`src/rtl/sha2_digest_uart_tx.sv`:
```
// SHA-2 digest return path: shifts a latched digest out of the UART TX pin
// as 8N1 frames, most-significant byte first, LSB of each byte first.
module sha2_digest_uart_tx #(
    parameter int CLKS_PER_BIT = 434,
    parameter int DIGEST_BYTES = 32
) (
    input  logic                      clk,
    input  logic                      rst_n,
    input  logic [8*DIGEST_BYTES-1:0] digest,
    input  logic                      start,
    output logic                      busy,
    output logic                      done,
    output logic                      tx
);

    localparam int DW  = 8 * DIGEST_BYTES;
    localparam int BCW = $clog2(CLKS_PER_BIT);
    localparam int BYW = (DIGEST_BYTES > 1) ? $clog2(DIGEST_BYTES) : 1;
    localparam logic [BCW-1:0] BAUD_MAX  = BCW'(CLKS_PER_BIT - 1);
    localparam logic [BYW-1:0] BYTE_LAST = BYW'(DIGEST_BYTES - 1);

    typedef enum logic [1:0] {
        IDLE,
        START_BIT,
        DATA_BITS,
        STOP_BIT
    } state_t;

    state_t         state, state_d;
    logic [BCW-1:0] baud, baud_d;
    logic [2:0]     bit_idx, bit_d;
    logic [BYW-1:0] byte_idx, byte_d;
    logic [DW-1:0]  shreg, sh_d;
    logic [7:0]     cur_byte;
    logic           baud_end;
    logic           tx_d, done_d;

    always_ff @(posedge clk or negedge rst_n) begin
        if (!rst_n) begin
            state    <= IDLE;
            baud     <= '0;
            bit_idx  <= '0;
            byte_idx <= '0;
            shreg    <= '0;
            tx       <= 1'b1;
            done     <= 1'b0;
        end else begin
            state    <= state_d;
            baud     <= baud_d;
            bit_idx  <= bit_d;
            byte_idx <= byte_d;
            shreg    <= sh_d;
            tx       <= tx_d;
            done     <= done_d;
        end
    end

    assign busy     = (state != IDLE);
    assign baud_end = (baud == BAUD_MAX);
    // The byte on the wire always sits in the top 8 bits of the shifter.
    assign cur_byte = sh_d[DW-1 -: 8];

    always_comb begin
        state_d = state;
        baud_d  = baud;
        bit_d   = bit_idx;
        byte_d  = byte_idx;
        sh_d    = shreg;
        done_d  = 1'b0;
        unique case (state)
            IDLE: begin
                if (start) begin
                    state_d = START_BIT;
                    sh_d    = digest;
                    byte_d  = '0;
                    baud_d  = '0;
                end
            end
            START_BIT: begin
                if (baud_end) begin
                    baud_d  = '0;
                    bit_d   = '0;
                    state_d = DATA_BITS;
                end else begin
                    baud_d = baud + 1'b1;
                end
            end
            DATA_BITS: begin
                if (baud_end) begin
                    baud_d = '0;
                    if (bit_idx == 3'd7) begin
                        state_d = STOP_BIT;
                    end else begin
                        bit_d = bit_idx + 3'd1;
                    end
                end else begin
                    baud_d = baud + 1'b1;
                end
            end
            STOP_BIT: begin
                if (baud_end) begin
                    baud_d = '0;
                    if (byte_idx == BYTE_LAST) begin
                        state_d = IDLE;
                        done_d  = 1'b1;
                    end else begin
                        byte_d  = byte_idx + 1'b1;
                        sh_d    = shreg << 8;
                        state_d = START_BIT;
                    end
                end else begin
                    baud_d = baud + 1'b1;
                end
            end
            default: state_d = IDLE;
        endcase
    end

    // tx is registered from the next-state view so the pin never glitches.
    always_comb begin
        tx_d = 1'b1;
        unique case (state_d)
            START_BIT: tx_d = 1'b0;
            DATA_BITS: tx_d = cur_byte[bit_d];
            default:   tx_d = 1'b1;
        endcase
    end

endmodule

```
`config.mk`:
```
export PLATFORM = sky130hd
export DESIGN_NAME = sha2_digest_uart_tx
export DESIGN_NICKNAME = d
export VERILOG_FILES = /design/src/rtl/sha2_digest_uart_tx.sv
export SDC_FILE = /design/constraint.sdc
export NUM_CORES = 1
export LEC_CHECK = 0
export BUFFER_PORTS_ARGS = -buffer_cell sky130_fd_sc_hd__buf_2
export CAP_MARGIN = 20
export CORE_ASPECT_RATIO = 0.5
export CORE_UTILIZATION = 50
export CTS_CLUSTER_SIZE = 8
export DETAILED_ROUTE_END_ITERATION = 16
export GPL_TIMING_DRIVEN = 0
export HOLD_SLACK_MARGIN = 0.02
export PLACE_DENSITY = 0.83
export SLEW_MARGIN = 20
export SYNTH_ARGS = -nofsm -noshare
export SYNTH_HDL_FRONTEND = slang
export SYNTH_SLANG_ARGS = --single-unit
```
`constraint.sdc`:
```
create_clock -name clk -period 7.4 [get_ports clk]
set_input_delay 0 -clock clk [delete_from_list [all_inputs] [get_ports clk]]
set_output_delay 0 -clock clk [all_outputs]
set_load 0.03 [all_outputs]
```
# Yosys cells after proc, flatten, opt, wreduce, memory -nomap -nowiden
# Index checks and enable logic that the tools add are counted.
# op_classes
n_addsub	3
magnitude_cmp	1
eq_ne	11
mux	28
n_reduce_logical	5
# ops
operator	count
$mux 256	3
$pmux 256 s2	1
$mux 9	2
$pmux 9 s2	1
$mux 5	3
$mux 2	5
$pmux 5 s2	1
$add 9x1->9 const B	1
$eq 9x9->1 const B	1
$mux 3	3
$pmux 2 s4	1
$eq 2x2->1 const B	3
$ne 2x2->1 const B	3
$pmux 3 s2	1
$add 5x1->5 const B	1
$eq 5x5->1 const B	1
$mux 1	5
$eq 2x1->1 const B	2
$lt 3x4->1 const B	1
$reduce_and 4->1	1
$reduce_bool 2->1	2
$add 3x1->3 const B	1
$bmux 1 s3	1
$eq 3x3->1 const B	1
3 further kinds	3
# totals
reg_bits	277
input_bits	259

# Depth between registers and ports, before layout
# depth
depth_word	7
ltp_mapped	10

# Worst setup path after synthesis
# OpenSTA, ideal clock, no wires.
# synth_path
path_kind	register -> register
startpoint	reg byte_idx[0]
endpoint	reg shreg[10]
arrival_ns	2.426
setup_slack_ns	4.902
stages_incl_launch_ff	11
n_path_buf	3
period_less_slack_ns	2.498
cell_sequence	dfrtp_1 ha_1 and3_1 ha_1 nor2_1 and4_1 clkbuf_1 clkbuf_1 buf_1 a221oi_1 nor2_1
# synth_between
elab_chain_len	3
# synth_lines
item	line_no	source
from (decl)	32	logic [BYW-1:0] byte_idx, byte_d;
from (signal assigned)	51	byte_idx <= byte_d;
$eq 5x5->1	103	if (byte_idx == BYTE_LAST) begin
$ne 2x2->1 (no source line)	n/a	
$reduce_and 4->1 (no source line)	n/a	
to (signal assigned)	44	shreg <= '0;
to (signal assigned)	52	shreg <= sh_d;
to (decl)	33	logic [DW-1:0] shreg, sh_d;
# No other way between the ends.
# A chain may end at the register's enable or synchronous reset.

# Worst setup path in the final report
# layout_path
startpoint	reg byte_idx[0]
endpoint	reg shreg[183]
# Same word-level chain as after synthesis.

==> metrics.log <==
[metrics] max-capacitance violation count: 0
[metrics] critical path launch point: byte_idx[0]
[metrics] classification of the worst-slack hold path: input pin to async pin
[metrics] Register-to-Register Path Depth: 10
[metrics] minimum clock period: 3910 ps
[metrics] critical path peak fanout: 10
[metrics] Post-Synth Adder-Cell Area: 0.0101
[metrics] leading cell type by number of instances after synthesis: nor2_1
[metrics] post-synthesis cell area: 0.0124 mm²
[metrics] portion of netlist area occupied by mux cells: 0.000808
[metrics] Final Cycle Share: 0.528
[metrics] fill cell instance count of the final layout: 1576
[metrics] pin count of the biggest net entering global routing: 100
[metrics] average vias per placed instance: 6.01
[metrics] DR WL/cell: 20.1 µm
[metrics] Max VDD drop: 0.169 mV
[metrics] Critical Path Sink Type: flop
[metrics] worst slew slack as a fraction of its limit: 0.442
[metrics] number of nets in the layout: 2131
[metrics] area share of xor/xnor cells in the synthesized design: 0.00141
[metrics] type of origin of the critical path: flop
[metrics] largest family of logic cells by synthesized area: compound AO/OA/AOI/OAI gates
[metrics] post-synthesis register bit count: 277
[metrics] total CTS buffers: 40
[metrics] Final Hold Fails: 0
[metrics] worst setup slack after placement: 3920 ps
[metrics] Tot GR Track Use: 0.353
[metrics] number of input and output port buffers inserted: 261
[metrics] run status: finished clean
[metrics] residual overflow from global routing: 0
[metrics] initial antenna violation count: 10
[metrics] placeable core region: 0.0242 mm²
[metrics] power share of the clock group: 0.485
[metrics] largest cells by area after synthesis: dfrtp_1 56%, a221oi_1 17%, nor2_1 15%
[metrics] buffer count from post-CTS setup fixing: 0
[metrics] leading area contributor after synthesis: dfrtp_1
[metrics] # rows: 40
[metrics] Highest Clock Rate: 256 MHz
[metrics] first-pass GRT wire length: 70.0 mm
[metrics] antenna-violating nets left: 0
[metrics] synthesized area per cell: 9.54 µm²
[metrics] Initial Utilization: 0.513
[metrics] power density cells: 190 mW/mm²
[metrics] Leak Pwr: 8.81 nW
[metrics] endpoint of the most critical register-to-register path: shreg[183]
[metrics] synth cell count leaders: 495 x nor2_1, 276 x dfrtp_1, 240 x a221oi_1, 90 x clkbuf_1, 44 x nand2_1
[metrics] Required @ worst endpoint: 7780 ps
[metrics] final-report setup violation count: 0
[metrics] clock sinks: 277
[metrics] number of enable flip-flop cells after synthesis: 0
[metrics] internal power summed over all cells: 0.00265 W
[metrics] sequential share of power: 0.447
[metrics] Synth async-reset ratio: 1.00
[metrics] setup ws final: 3490 ps
[metrics] Crit Path Class: flop to flop
[metrics] I/O pin count: 262
[metrics] flop2flop setup slack: 3490 ps
[metrics] number of global-route vias before repair: 13700
[metrics] net switching share of the total power: 0.221
[metrics] top-area cell type share of the netlist area: 0.557
[metrics] Logic pwr share: 0.068
[metrics] final weighted congestion of routability-driven global placement: 0.905
[metrics] area of the die: 0.0255 mm²
[metrics] total wire length after detailed routing: 44.6 mm
[metrics] root cell of the clock tree: clkbuf_16
[metrics] Net Sw Power: 0.000750 W
[metrics] clock tree from TritonCTS: built
[metrics] total of cells resized after clock tree synthesis: 0
[metrics] worst slew pin tran: 837 ps
[metrics] Critical Path End: shreg[183]
[metrics] worst setup skew after layout: 20.3 ps
[metrics] count of hold buffers inserted by post-cts repair: 258
[metrics] Chip Height: 113 µm
[metrics] sequential-to-total area share from yosys stat: 0.559
[metrics] number of different library cells in the post-synthesis netlist: 45
[metrics] Clock Tree Buf Depth: 3
[metrics] # DRC: 0
[metrics] setup total negative slack: 0 ps
[metrics] post-synthesis instance total: 1299
[metrics] number of iterations in the first detailed-routing pass: 6
[metrics] number of violations reported at the end of detailed-routing iteration 0: 1414
[metrics] post-synth net total: 1568
[metrics] clock latency reported for the late side of the worst-skew pair: 520 ps
[metrics] clock edge transition at the registers on the reported setup and hold paths: 50 ps
[metrics] share of final-layout standard cells stronger than drive strength 1: 0.177
[metrics] most used flip-flop cell after synthesis: dfrtp_1
[metrics] unrepaired setup endpoints after global routing: no
[metrics] Final Max Tran Viols: 0
[metrics] share of the synthesized area in compound gates (AO/OA/AOI/OAI): 0.200
[metrics] area share of and/or/nand/nor cells after synthesis: 0.186
[metrics] H-tree levels: 2
[metrics] DP HPWL: 24.7 mm
[metrics] width of the chip: 225 µm
[metrics] Crit path arrival time: 4280 ps
[metrics] vias after detailed routing: 13300
[metrics] launching point of the worst reg2reg path: byte_idx[0]
[metrics] Area Overhead vs Synth: 44.2%
[metrics] total of warnings raised by yosys: 0
## worst max-delay path, stage by stage, from the launching register on
cell,delay (ps)
dfrtp_1,410
ha_1,230
and3_1,150
ha_1,290
nor2_1,250
and4_1,280
clkbuf_1,540
clkbuf_1,610
clkbuf_1,470
a221oi_1,160
nor2_1,360
## kinds of logic (layout without fill, tap and decap cells)
logic type | Yosys count | after routing
mux | 1 | 1
simple gates | 585 | 585
buf+inv | 131 | 703
compound gates | 293 | 293
xor+xnor | 2 | 2
other cells | 0 | 12
fa+ha+maj | 10 | 10
flops | 277 | 277
## per-layer routing
| layer | part of all wire | GRT usage | vias to the layer above | wire [µm] |
|---|---|---|---|---|
| met1 | 0.37 | 0.409 | 6375 | 16300 |
| met2 | 0.49 | 0.603 | 856 | 22000 |
| met3 | 0.075 | 0.0784 | 264 | 3340 |
| li1 | - | - | 5841 | - |
| met4 | 0.066 | 0.218 | 0 | 2950 |
| met5 | 0 | 0 | - | 0 |
## cell usage in the layout (no fill, tap or decap), types with 10 or more instances in the layout
cell	instances
nor2_1	495
dlygate4sd3_1	258
nand2_1	44
clkbuf_1	97
inv_1	16
buf_2	279
a221oi_1	240
diode_2	12
dfrtp_1	276
ha_1	10
nand3_1	18
o21ai_0	18
clkbuf_16	41
## per-stage QoR
| step | hold slack, ps | cells | cell area [µm²] | util | total power, W |
|---|---|---|---|---|---|
| global route | 114 | 2216 | 17900 | 0.739 | 0.00349 |
| CTS | 104 | 2207 | 17800 | 0.738 | 0.00338 |
| finish | 65.8 | 2219 | 17900 | 0.739 | 0.00340 |
| global placement | 221 | 1896 | 14100 | 0.584 | 0.00165 |
| floorplan | -296 | 1299 | 12400 | - | 0.00155 |
| detailed placement | 46.3 | 1898 | 14200 | 0.587 | 0.00166 |
## flip-flops by register name (all words and copies together) (netlist names)
name / count
byte_idx: 5
tx: 1
state: 2
done: 1
baud: 9
shreg: 256
bit_idx: 3
## power by group through the flow
stage / registers, W / clock network (W) / logic (W)
6_report: 0.00152 / 0.00165 / 0.000230
5_1_grt: 0.00152 / 0.00173 / 0.000245
4_1_cts: 0.00152 / 0.00165 / 0.000221
3_5_place_dp: 0.00154 / 0 / 0.000114
3_3_place_gp: 0.00154 / 0 / 0.000110
2_1_floorplan: 0.00154 / 0 / 0.00000279
## area by class of cell
| class | count | area (µm²) | share of cell area |
|---|---|---|---|
| sequential | 277 | 6930 | 0.388 |
| multi-input combinational | 891 | 4950 | 0.277 |
| timing repair buffer | 521 | 3950 | 0.221 |
| clock buffer | 48 | 1050 | 0.0589 |
| buffer | 115 | 455 | 0.0255 |
| tap | 336 | 420 | 0.0235 |
| inverter | 16 | 60.1 | 0.00336 |
| antenna | 12 | 30.0 | 0.00168 |
| clock inverter | 3 | 22.5 | 0.00126 |
## worst min path at each step
stage	to	cells past startpoint	startpoint	slack (ps)
floorplan	baud[0]	0	rst_n	-300
finish	shreg[208]	2	rst_n	70
CTS	shreg[222]	2	rst_n	100
global placement	shreg[7]	3	digest[7]	220
global route	shreg[224]	2	rst_n	110
detailed placement	shreg[215]	1	rst_n	50
Note: power is estimated with default switching activity, not from simulation.
